`config.mk`:
```
export PLATFORM = sky130hd
export DESIGN_NAME = mux_rr_arbiter
export DESIGN_NICKNAME = d
export VERILOG_FILES = /design/src/rtl/mux_arb_pkg.sv /design/src/rtl/multiplexer.sv /design/src/rtl/mux_rr_arbiter.sv
export SDC_FILE = /design/constraint.sdc
export NUM_CORES = 1
export LEC_CHECK = 0
export ABC_AREA = 1
export CORE_ASPECT_RATIO = 1.4
export CORE_MARGIN = 4
export CORE_UTILIZATION = 42
export DETAILED_ROUTE_END_ITERATION = 10
export DONT_BUFFER_PORTS = 1
export PLACE_DENSITY = 0.55
export SLEW_MARGIN = 20
export SYNTH_ARGS = -nofsm -noshare
export SYNTH_HDL_FRONTEND = slang
export SYNTH_SLANG_ARGS = --single-unit
export TNS_END_PERCENT = 10
```
`constraint.sdc`:
```
create_clock -name clk -period 5.45 [get_ports clk]
set_input_delay 0.545 -clock clk [delete_from_list [all_inputs] [get_ports clk]]
set_output_delay 0.545 -clock clk [all_outputs]
set_load 0.05 [all_outputs]
```
`src/rtl/mux_arb_pkg.sv`:
```
// Shared types and the round-robin search helper for mux_rr_arbiter.
// The search works on a fixed 32-bit request vector, so DEPTH may be at most 32.
package mux_arb_pkg;

  typedef enum logic {ARB_IDLE, ARB_GRANT} arb_state_t;

  localparam int unsigned ARB_MAX_REQ = 32;
  localparam int unsigned ARB_IDX_W   = 5;

  typedef struct packed {
    logic                 found;
    logic [ARB_IDX_W-1:0] index;
  } rr_pick_t;

  // The caller zero-extends a narrower request vector. Because the unused upper
  // bits are never set, a search modulo 32 finds the same winner as a search
  // modulo DEPTH.
  function automatic rr_pick_t rr_next(input logic [ARB_MAX_REQ-1:0] valid,
                                       input logic [ARB_IDX_W-1:0]   start);
    rr_pick_t             pick;
    logic [ARB_IDX_W-1:0] idx;
    pick = '0;
    // Scan from the farthest offset to the nearest; the nearest hit is written last and wins.
    for (int k = ARB_MAX_REQ - 1; k >= 0; k--) begin
      idx = start + ARB_IDX_W'(k);
      if (valid[idx]) begin
        pick.found = 1'b1;
        pick.index = idx;
      end
    end
    return pick;
  endfunction

endpackage

```
`src/rtl/multiplexer.sv`:
```
// Generic DEPTH:1 multiplexer of WIDTH-bit words.
// An address outside 0..DEPTH-1 yields zero.
module multiplexer #(
  parameter  int WIDTH      = 8,
  parameter  int DEPTH      = 4,
  localparam int ADDR_WIDTH = $clog2(DEPTH)
) (
  input  logic [WIDTH-1:0]      data_in [DEPTH],
  input  logic [ADDR_WIDTH-1:0] addr,
  output logic [WIDTH-1:0]      data_out
);

  always_comb begin
    // NOTE: data_out gets a default before the loop, so no path can leave it unassigned and infer a latch.
    data_out = '0;
    for (int i = 0; i < DEPTH; i++) begin
      if (addr == ADDR_WIDTH'(i)) data_out = data_in[i];
    end
  end

endmodule

```
`src/rtl/mux_rr_arbiter.sv`:
```
// Round-robin valid/ready arbiter that owns the select of one shared data mux.
// Define MUX_ARB_LOCK_EN to add the req_lock port, which holds the grant for bursts.
module mux_rr_arbiter
  import mux_arb_pkg::*;
#(
  parameter  int WIDTH      = 8,
  parameter  int DEPTH      = 4,
  localparam int ADDR_WIDTH = $clog2(DEPTH)
) (
  input  logic                  clk,
  input  logic                  rst_n,
  input  logic [DEPTH-1:0]      req_valid,
  input  logic [WIDTH-1:0]      req_data [DEPTH],
`ifdef MUX_ARB_LOCK_EN
  input  logic [DEPTH-1:0]      req_lock,
`endif
  output logic [DEPTH-1:0]      req_ready,
  output logic                  out_valid,
  output logic [WIDTH-1:0]      out_data,
  input  logic                  out_ready,
  output logic [ADDR_WIDTH-1:0] out_src,
  output logic                  busy
);

  arb_state_t            r_state;
  logic [ADDR_WIDTH-1:0] r_grant;
  logic [ADDR_WIDTH-1:0] r_ptr;
  logic [ADDR_WIDTH-1:0] w_grant_inc;
  logic [ADDR_WIDTH-1:0] w_search_start;
  logic [ADDR_WIDTH-1:0] w_winner;
  logic                  w_hold;
  rr_pick_t              w_pick;

`ifdef MUX_ARB_LOCK_EN
  assign w_hold = req_lock[r_grant];
`else
  assign w_hold = 1'b0;
`endif

  assign w_grant_inc = (r_grant == ADDR_WIDTH'(DEPTH - 1)) ? '0 : r_grant + ADDR_WIDTH'(1);

  // In IDLE the search starts at ptr. In GRANT it starts just past the current
  // grant, which makes the requester that has just transferred the last one tried.
  assign w_search_start = (r_state == ARB_GRANT) ? w_grant_inc : r_ptr;
  assign w_pick         = rr_next(ARB_MAX_REQ'(req_valid), ARB_IDX_W'(w_search_start));
  assign w_winner       = ADDR_WIDTH'(w_pick.index);

  assign busy      = (r_state == ARB_GRANT);
  assign out_valid = busy & req_valid[r_grant];
  assign out_src   = r_grant;

  always_comb begin
    req_ready = '0;
    if (busy) req_ready[r_grant] = out_ready;
  end

  always_ff @(posedge clk or negedge rst_n) begin
    // NOTE: state registers use non-blocking assignments only, so every flop samples pre-edge values.
    if (!rst_n) begin
      r_state <= ARB_IDLE;
      r_grant <= '0;
      r_ptr   <= '0;
    end else begin
      case (r_state)
        ARB_IDLE: begin
          if (w_pick.found) begin
            r_grant <= w_winner;
            r_state <= ARB_GRANT;
          end
        end
        ARB_GRANT: begin
          if (!req_valid[r_grant]) begin
            r_state <= ARB_IDLE;
          end else if (out_ready && !w_hold) begin
            r_ptr <= w_grant_inc;
            if (w_pick.found) r_grant <= w_winner;
            else              r_state <= ARB_IDLE;
          end
        end
        default: r_state <= ARB_IDLE;
      endcase
    end
  end

  multiplexer #(
    .WIDTH (WIDTH),
    .DEPTH (DEPTH)
  ) u_mux (
    .data_in  (req_data),
    .addr     (r_grant),
    .data_out (out_data)
  );

endmodule

```
**Word-level counts from Yosys, hierarchy flattened**

Cells that the tools add are included.

- Bits of input ports: 39
- Memories kept: 0
- Memory bits (writable): 0
- ROM bits: 0
- Latch bits: 0
- Register bits: 5
- Word-level logic and storage cells: 196

- $lt $le $gt $ge: 34
- Add/sub/neg operators: 32
- Eq/ne operators: 5
- Reductions and logical operators: 4
- Bitwise logic cells: 3
- Multiply operators: 0
- Shift operators: 0
- Muxes and demuxes: 115
- Div/mod/pow operators: 0

Operator list:

| cell | count |
|---|---|
| 6-bit 2-to-1 mux | 32 |
| 1-bit binary-select mux with 5-bit select | 31 |
| 5-bit by 6-bit < comparator with 1-bit output, second input constant | 24 |
| 2-bit by 4-bit adder with 5-bit output, second input constant | 8 |
| 2-bit by 5-bit adder with 5-bit output, second input constant | 8 |
| 1-bit 2-to-1 mux | 37 |
| 8-bit 2-to-1 mux | 4 |
| 4-bit by 6-bit < comparator with 1-bit output, second input constant | 4 |
| 3-bit by 4-bit adder with 5-bit output, second input constant | 4 |
| 3-bit by 6-bit < comparator with 1-bit output, second input constant | 3 |
| 2-bit by 3-bit adder with 4-bit output, second input constant | 4 |
| 2-bit 2-to-1 mux | 5 |
| 3-bit by 3-bit adder with 4-bit output, second input constant | 2 |
| 2-bit by 2-bit adder with 3-bit output, second input constant | 2 |
| 2-bit by 6-bit < comparator with 1-bit output, second input constant | 1 |
| 3-bit by 1-bit adder with 4-bit output, second input constant | 1 |
| 3-bit by 2-bit adder with 4-bit output, second input constant | 1 |
| 4-bit AND | 1 |
| 1-bit binary-select mux with 2-bit select | 2 |
| 2-bit equality test, second input constant | 2 |
| 4-bit 2-to-1 mux | 1 |
| 2-bit one-hot mux with 2 select lines | 1 |
| 2-bit by 1-bit adder with 3-bit output, second input constant | 1 |
| 2-bit by 3-bit < comparator with 1-bit output, second input constant | 1 |
| 13 further kinds | 13 |

**Longest topological paths before layout**

Gate-level depths: netlist of the first run.

- Depth in word-level cells: 42
- Depth in mapped cells: 15

**By module**

Synthesis of the first run repeated with hierarchy kept, for this count alone.

- Cell total of the unflattened synthesis: 160
- Area, all modules: 939.7 um2

Modules (own cells, without submodules):

| module | cells each | instances | area an instance (um2) | sequential area each (um2) |
|---|---|---|---|---|
| mux_rr_arbiter | 113 | 1 | 675.6 | 125.1 |
| multiplexer | 47 | 1 | 264.0 | 0.0 |

**Worst setup path before layout of the first run**

Ideal clock, no wire load.

- Kind: flip-flop to output port
- Start point: register r_grant[1], in the netlist out_src[1]
- End point: output port out_data[0]
- Data arrival time: 2854 ps
- Stages on the path, launching flop included: 7
- Slack: 2051 ps
- Cell sequence: dfrtp_1 -> inv_1 -> ha_1 -> clkbuf_1 -> nor2_1 -> a221oi_1 -> o31ai_1

- Longest elaborated chain between the ends: 5

Ends and longest elaborated chain:

| element | RTL line | text |
|---|---|---|
| start, declared | mux_rr_arbiter.sv:26 | `logic [ADDR_WIDTH-1:0] r_grant;` |
| start signal, assigned | mux_rr_arbiter.sv:67 | `r_grant <= w_winner;` |
| start signal, assigned | mux_rr_arbiter.sv:76 | `if (w_pick.found) r_grant <= w_winner;` |
| 2-bit zero test | multiplexer.sv:17 | `if (addr == ADDR_WIDTH'(i)) data_out = data_in[i];` |
| 8-bit 2-to-1 mux (3 in a row) | multiplexer.sv:17 |  |
| 8-bit 2-to-1 mux (*) | multiplexer.sv:17 |  |
| end, declared | mux_rr_arbiter.sv:19 | `output logic [WIDTH-1:0] out_data,` |

Mark *: on every way between the ends. The rest lies on a longest branch, timed or not.

**Worst setup path after layout of the first run**

- Start point: register r_grant[1], in the netlist out_src[1]
- End point: output port out_data[3]

The elaborated chain is that of the path after synthesis.

==> flow_metrics.env, run 1 <==
export IMPL_port_buffers=0
export IMPL_status="completed"
export IMPL_grt_pass1_vias=1056
export IMPL_final_layout_size_suffix_gt1_share_pct=18.9
export IMPL_crit_path_end_kind="output pin"
export IMPL_dp_hpwl_mm=2.45
export IMPL_antenna_left=0
export IMPL_crit_slowest_cell="o31ai_2"
export IMPL_crit_type="reg2out"
export IMPL_grt_setup_unrepaired="no"
export IMPL_grt_ovfl_total=0
export IMPL_antenna_cells=0
export IMPL_die_area_um2=3200
export IMPL_routed_wl_mm=2.81
export IMPL_design_area_um2=1080
export IMPL_htreeDepth=1
export IMPL_crit_arrival_ps=2910
export IMPL_crit_fanout=10
export IMPL_period_needed_ps=3460
export IMPL_cts_buffers=3
export IMPL_ys_warnings_count=0
export IMPL_post_route_period_util_pct=63.4
export IMPL_post_drt_wl_per_cell_um=15.1
export IMPL_timing_rr_end="r_ptr[0]"
export IMPL_nets=208
export IMPL_holdPathStages=2
export IMPL_crit_required_ps=4910
export IMPL_drtIter0Drc=15
export IMPL_synthCells=163
export IMPL_drt_pass1_iter_count=4
export IMPL_synth_nets=206
export IMPL_startpoint="out_src[1]"
export IMPL_hold_path_startpoint="r_ptr[1]"
export IMPL_root_buffer="clkbuf_4"
export IMPL_placed_area_um2=1040
export IMPL_io_pins=55
export IMPL_fin_setup_tns_ps=0
export IMPL_synth_edf_count=0
export IMPL_yosys_area_top_type="nand2_1"
export IMPL_ys_top_cells_by_count="nand2_1 (48), nand3_1 (19), inv_1 (17), nor2_1 (17), o31ai_1 (9)"
export IMPL_viasPerCell=5.77
export IMPL_numClockSinks=5
export IMPL_vias=1074
export IMPL_synth_seq_cells=5
export IMPL_synthFlopType="dfrtp_1"
export IMPL_post_cts_buffers=0
export IMPL_antenna_found_initial=0
export IMPL_clock_path_buffers=2
export IMPL_r2r_start="out_src[0]"
export IMPL_max_slew_margin_rel_pct=34.9
export IMPL_finalSetupViolations=0
export IMPL_die_w_um=49
export IMPL_hold_end="r_ptr[1]"
export IMPL_syn_avg_cell_area_um2=6.06
export IMPL_hold_violations=0
export IMPL_start_kind="register"
export IMPL_cts_resized=0
export IMPL_synth_cell_types=24
export IMPL_async_flop_share_pct=100
export IMPL_synth_top_area_share_pct=18.2
export IMPL_finClkSkew_ps=6.11
export IMPL_path_cells="inv_1 -> ha_1 -> nor2_1 -> a221oi_1 -> o31ai_2"
export IMPL_ys_seq_area_share_pct=12.7
export IMPL_grtUsageTotal_pct=18.2
export IMPL_worst_pin_slew_ps=971
export IMPL_ff2ff_setup_slack_ps=2780
export IMPL_clk_latency_ps=250
export IMPL_ctsHoldBuffers=1
export IMPL_slew_viol_final=0
export IMPL_maxCapViolCount=0
export IMPL_synth_area_um2=988
export IMPL_path_buf_inv=1
export IMPL_cts_clk_slew_worst_paths_ps=50
export IMPL_gp_congestion=0.841
export IMPL_cp_slowest_stage_delay_ps=800
export IMPL_grt_start_max_net_pins=19
export IMPL_die_h_um=65.4
export IMPL_fmax_mhz=289
export IMPL_rows=20
export IMPL_hp_class="reg2reg"
export IMPL_crit_family="compound AO/OA/AOI/OAI gates"
export IMPL_synth_area_leaders="nand2_1 (18%), dfrtp_1 (13%), nand3_1 (9.6%)"
export IMPL_cts_tree="built"
export IMPL_synth_most_common_cell="nand2_1"
export IMPL_grt_pass1_wl_mm=4.62
export IMPL_initial_core_util_pct=44.9
export IMPL_core_um2=2200
export IMPL_reg2reg_depth=6
export IMPL_drc=0
export IMPL_area_growth_pct=8.99
==> stage by stage <==
step | setup slack (ps) | instances | hold WS, ps | utilization [%]
after global placement | 2340 | 181 | 250 | 47.3
after detailed placement | 2260 | 181 | 250 | 47.3
after global routing | 1750 | 186 | 547 | 48.9
after CTS | 1980 | 186 | 539 | 48.9
after floorplan | 2050 | 163 | 249 | -
final | 1990 | 186 | 530 | 48.9
==> layout make-up <==
class	instances	area, µm²
Sequential cell	5	125
Inverter	20	77.6
Fill cell	236	1120
Multi-Input combinational cell	134	811
Clock buffer	4	26.3
Timing Repair Buffer	1	10.0
Tap cell	22	27.5
==> cells by family after synthesis <==
logic type	Yosys count	share of synthesized area (%)
simple gates	106	55.3
compound gates	24	17.6
flops	5	12.7
buf+inv	24	9.37
fa+ha+maj	4	5.06
==> metal layers <==
layer  part of all wire [%]  vias up  track usage [%]
met5                      0        -                0
met4                    2.5        0             9.76
met3                    9.4        7             4.08
met2                     56       51             36.8
met1                     32      468             16.0
li1                       -      548                -
==> how the worst max path moves through the flow <==
stage                              to  depth (start not counted)
after floorplan           out_data[0]                          6
after global placement    out_data[1]                          5
after detailed placement  out_data[3]                          5
after CTS                 out_data[3]                          5
after global routing      out_data[3]                          5
final                     out_data[3]                          5
==> sequential cells by signal, summed over array words and instances, names as in the netlist <==
name	cells
out_src	2
r_ptr	2
busy	1
==> worst reg2reg max path, cell delays in order (launching register included) <==
cell	delay, ps
dfrtp_1	840
a21oi_1	140
o21ai_0	160
nand2_1	140
nor2_1	750
nand2_1	260
o31ai_1	270
==> cell usage in the layout (no fill, tap or decap), drive strengths merged <==
cell	netlist	layout
inv	19	19
nor2	18	18
clkbuf	4	4
dfrtp	5	5
nand4	1	1
nand3	22	22
a221oi	8	8
o31ai	9	9
a21oi	3	3
clkinv	1	1
a31oi	1	1
nor3	2	2
o21ai	3	3
nand2	62	62
or2	1	1
dlygate4sd3	0	1
ha	4	4
Power of run 1 is left out: the tool's default activity adds up to more than one toggle a clock period on the data nets, which glitch-free logic cannot reach.
==> run 2, diff against run 1 <==
==> constraint.sdc (replaced) <==
create_clock -name clk -period 3.45 [get_ports clk]
set_input_delay 0.345 -clock clk [delete_from_list [all_inputs] [get_ports clk]]
set_output_delay 0.345 -clock clk [all_outputs]
set_load 0.05 [all_outputs]
==> run 2 against run 1 <==
Effect of this change:
- sequential share of layout area fell by 0.96 points
- utilization up 4.4 points
- worst setup slack got worse by 1400 ps
- clock skew shrank 4.0 ps
- register-to-register slack got worse by 1800 ps
- global-route usage shrank 0.45 points
- sequential cell count unchanged
- die area stayed put
- cell count rose by 7.0%
- critical path depth unchanged
- hold slack worse by 200 ps
==> flow_metrics.env, run 2 (synthesis results as in run 1) <==
export IMPL_drt_pass1_iter_count=4
export IMPL_post_route_period_util_pct=82.9
export IMPL_antenna_left=0
export IMPL_area_growth_pct=18.9
export IMPL_routed_wl_mm=2.85
export IMPL_fmax_mhz=350
export IMPL_rows=20
export IMPL_finalSetupViolations=0
export IMPL_cts_resized=0
export IMPL_slew_viol_final=0
export IMPL_hp_class="in2reg"
export IMPL_die_w_um=49
export IMPL_grt_start_max_net_pins=19
export IMPL_dp_hpwl_mm=2.47
export IMPL_crit_slowest_cell="dfrtp_1"
export IMPL_final_common_cell="nand2_1"
export IMPL_crit_path_end_kind="output pin"
export IMPL_crit_fanout=11
export IMPL_antenna_found_initial=0
export IMPL_vias=1134
export IMPL_cts_buffers=3
export IMPL_grt_pass1_vias=1046
export IMPL_antenna_cells=0
export IMPL_port_buffers=0
export IMPL_htreeDepth=1
export IMPL_start_kind="register"
export IMPL_crit_type="reg2out"
export IMPL_die_h_um=65.4
export IMPL_finClkSkew_ps=2.11
export IMPL_die_area_um2=3200
export IMPL_status="completed"
export IMPL_final_cell_mix="nand2_1 (48), nand3_1 (19), inv_1 (17), nor2_1 (17), buf_4 (13)"
export IMPL_cp_slowest_stage_delay_ps=660
export IMPL_final_layout_size_suffix_gt1_share_pct=24.9
export IMPL_path_buf_inv=1
export IMPL_viasPerCell=5.70
export IMPL_worst_pin_slew_ps=895
export IMPL_crit_required_ps=3110
export IMPL_hold_violations=0
export IMPL_fin_setup_tns_ps=0
export IMPL_drc=0
export IMPL_clk_latency_ps=240
export IMPL_nets=221
export IMPL_period_needed_ps=2860
export IMPL_path_cells="ha_1 -> nor2_1 -> a221oi_1 -> o31ai_2 -> buf_4"
export IMPL_crit_family="flip-flops"
export IMPL_initial_core_util_pct=44.9
export IMPL_grtUsageTotal_pct=17.8
export IMPL_core_um2=2200
export IMPL_max_slew_margin_rel_pct=40.1
export IMPL_maxCapViolCount=0
export IMPL_grt_pass1_wl_mm=4.70
export IMPL_gp_congestion=0.862
export IMPL_drtIter0Drc=17
export IMPL_grt_ovfl_total=0
export IMPL_clock_path_buffers=2
export IMPL_cts_clk_slew_worst_paths_ps=40
export IMPL_post_drt_wl_per_cell_um=14.3
export IMPL_grt_setup_unrepaired="no"
export IMPL_root_buffer="clkbuf_4"
export IMPL_cts_tree="built"
export IMPL_io_pins=55
export IMPL_numClockSinks=5
export IMPL_crit_arrival_ps=2510
==> run 2: cell types whose count changed in the layout (fill, tap and decap cells not counted) <==
cell,previous run,this run
buf_4,0,13
==> run 2: area by class of cell <==
class / count / area [µm²]
multi-input cells: 134 / 811
fillers: 221 / 1030
flip-flops and latches: 5 / 125
well taps: 22 / 27.5
repair buffers: 14 / 108
clock buffers: 4 / 26.3
inverters: 20 / 77.6
==> run 2: path summary, 6_finish.rpt <==
| check | cells after the start | start | slack [ps] | to |
|---|---|---|---|---|
| worst max-delay path | 5 | out_src[0] | 590 | out_data[3] |
| worst min-delay path | 2 | out_ready | 330 | r_ptr[0] |
| max in group asynchronous | 1 | rst_n | 2870 | out_src[1] |
| worst max register to register | 13 | out_src[0] | 950 | out_src[0] |
| min in group asynchronous | 1 | rst_n | 390 | out_src[0] |
| worst min register to register | 2 | r_ptr[1] | 540 | r_ptr[1] |
==> run 2: layer usage <==
metal	wire length, µm	up-vias	track usage (%)
li1	-	573	-
met1	994	514	18.0
met2	1590	45	35.0
met3	249	2	4.08
met4	23	0	5.39
met5	0	-	0
==> run 2: what timing repair did <==
item                      in CTS  in global routing
buffers inserted               0                  0
hold buffers                   1                  0
hold endpoints to repair       5                  0
==> run 2: metrics by stage <==
step / hold WS, ps / instance area (µm²) / worst slack [ps] / instances / util, %
6_report: 326 / 1170 / 591 / 199 / 53.4
5_1_grt: 353 / 1170 / 392 / 199 / 53.4
4_1_cts: 330 / 1170 / 595 / 199 / 53.4
3_5_place_dp: 49.5 / 1140 / 852 / 194 / 51.7
3_3_place_gp: 49.5 / 1140 / 911 / 194 / 51.7
2_1_floorplan: 49.4 / 988 / 251 / 163 / -
Power of run 2 is left out for the same reason.
==> run 3, diff against run 2 <==
--- a/config.mk
+++ b/config.mk
@@ -11,7 +11,7 @@
 export CORE_UTILIZATION = 42
 export DETAILED_ROUTE_END_ITERATION = 10
 export DONT_BUFFER_PORTS = 1
-export PLACE_DENSITY = 0.55
+export PLACE_DENSITY = 0.58
 export SLEW_MARGIN = 20
 export SYNTH_ARGS = -nofsm -noshare
 export SYNTH_HDL_FRONTEND = slang
==> constraint.sdc (replaced) <==
create_clock -name clk -period 2.4 [get_ports clk]
set_input_delay 0.24 -clock clk [delete_from_list [all_inputs] [get_ports clk]]
set_output_delay 0.24 -clock clk [all_outputs]
set_load 0.05 [all_outputs]
==> run 3 against run 2 <==
Effect of this change:
- count of clock-buffer cells in the layout unchanged
- highest routed layer unchanged
- register-to-register slack got worse by 500 ps
- routed wire length increased by 2.7%
- sequential share of layout area decreased by 1.6 points
- sequential cell count unchanged
- first-iteration DRC count decreased by 47%
- design area increased by 20%
- via count increased by 2.2%
==> flow_metrics.env, run 3 (synthesis results as in run 1) <==
export IMPL_max_slew_margin_rel_pct=69.1
export IMPL_maxCapViolCount=0
export IMPL_root_buffer="clkbuf_4"
export IMPL_vias=1159
export IMPL_finalSetupViolations=0
export IMPL_dp_hpwl_mm=2.60
export IMPL_clk_latency_ps=240
export IMPL_htreeDepth=1
export IMPL_crit_fanout=8
export IMPL_fin_setup_tns_ps=0
export IMPL_post_route_util_pct=64.0
export IMPL_crit_required_ps=2160
export IMPL_grt_ovfl_total=0
export IMPL_start_kind="register"
export IMPL_rows=20
export IMPL_reg2reg_depth=13
export IMPL_final_cell_mix="nand2_1 (48), nand3_1 (19), inv_1 (17)"
export IMPL_worst_pin_slew_ps=464
export IMPL_status="completed"
export IMPL_drc=0
export IMPL_post_drt_wl_per_cell_um=14.4
export IMPL_final_common_cell="nand2_1"
export IMPL_crit_path_end_kind="output pin"
export IMPL_r2r_start="out_src[0]"
export IMPL_nets=226
export IMPL_gp_congestion=0.798
export IMPL_finClkSkew_ps=2.18
export IMPL_fmax_mhz=464
export IMPL_die_area_um2=3200
export IMPL_final_layout_size_suffix_gt1_share_pct=30.2
export IMPL_hp_class="in2reg"
export IMPL_ff2ff_setup_slack_ps=450
export IMPL_post_cts_buffers=0
export IMPL_initial_core_util_pct=44.9
export IMPL_hold_slack_ps=232
export IMPL_die_h_um=65.4
export IMPL_hold_violations=0
export IMPL_timing_rr_end="out_src[1]"
export IMPL_hold_path_startpoint="out_ready"
export IMPL_cts_tree="built"
export IMPL_routed_wl_mm=2.93
export IMPL_area_growth_pct=42.5
export IMPL_cts_clk_slew_worst_paths_ps=40
export IMPL_holdPathStages=2
export IMPL_viasPerCell=5.68
export IMPL_clock_path_buffers=2
export IMPL_post_place_ws_ps=324
export IMPL_antenna_found_initial=0
export IMPL_slew_viol_final=0
export IMPL_antenna_left=0
export IMPL_core_um2=2200
export IMPL_drtIter0Drc=9
export IMPL_numClockSinks=5
export IMPL_post_route_period_util_pct=89.9
export IMPL_io_pins=55
export IMPL_antenna_cells=0
export IMPL_crit_type="reg2out"
export IMPL_grtUsageTotal_pct=20.2
export IMPL_die_w_um=49
export IMPL_grt_start_max_net_pins=18
export IMPL_period_needed_ps=2160
export IMPL_grt_setup_unrepaired="no"
export IMPL_drt_pass1_iter_count=4
export IMPL_port_buffers=0
export IMPL_crit_arrival_ps=1920
export IMPL_hold_end="r_ptr[1]"
export IMPL_grt_pass1_vias=1245
export IMPL_grt_pass1_wl_mm=5.28
export IMPL_fin_ws_ps=243
export IMPL_cts_buffers=3
-- run 3: timing repair --
action,4_1_cts,5_1_grt
setup endpoints to repair,0,8
resized for setup,0,3
endpoints found under the hold margin,5,0
hold buffers,1,0
-- run 3: through the flow --
stage	cells	cell area [µm²]
after floorplan	163	1100
after global placement	199	1360
after detailed placement	199	1360
after CTS	204	1400
after global routing	204	1410
final	204	1410
-- run 3: final cells by class --
class | count | area (µm²)
Tap cell | 22 | 27.5
Timing Repair Buffer | 19 | 258
Multi-Input combinational cell | 134 | 888
Sequential cell | 5 | 128
Clock buffer | 4 | 26.3
Inverter | 20 | 81.3
Fill cell | 191 | 793
-- run 3: worst max-delay path, cell delays in order, from the launching register on --
cell      delay, ps
dfrtp_2         450
inv_1           130
ha_1            150
inv_1            50
nor2_2          250
a221oi_1        180
o31ai_4         280
buf_12          170
-- run 3: worst max path at each step --
| stage | slack, ps | startpoint | end |
|---|---|---|---|
| floorplan | 90 | out_src[1] | out_data[0] |
| global placement | 400 | out_src[0] | out_data[0] |
| detailed placement | 320 | out_src[0] | out_data[0] |
| CTS | 60 | out_src[0] | out_data[0] |
| global route | 60 | out_src[0] | out_data[0] |
| finish | 240 | out_src[0] | out_data[0] |
-- run 3: metal layers --
layer / routed length (µm) / GRT usage, % / share of wire, %
met5: 0 / 0 / 0
met4: 33 / 5.39 / 1.1
met3: 213 / 4.99 / 7.3
met2: 1690 / 41.0 / 58
met1: 997 / 19.4 / 34
Power of run 3 is left out for the same reason.
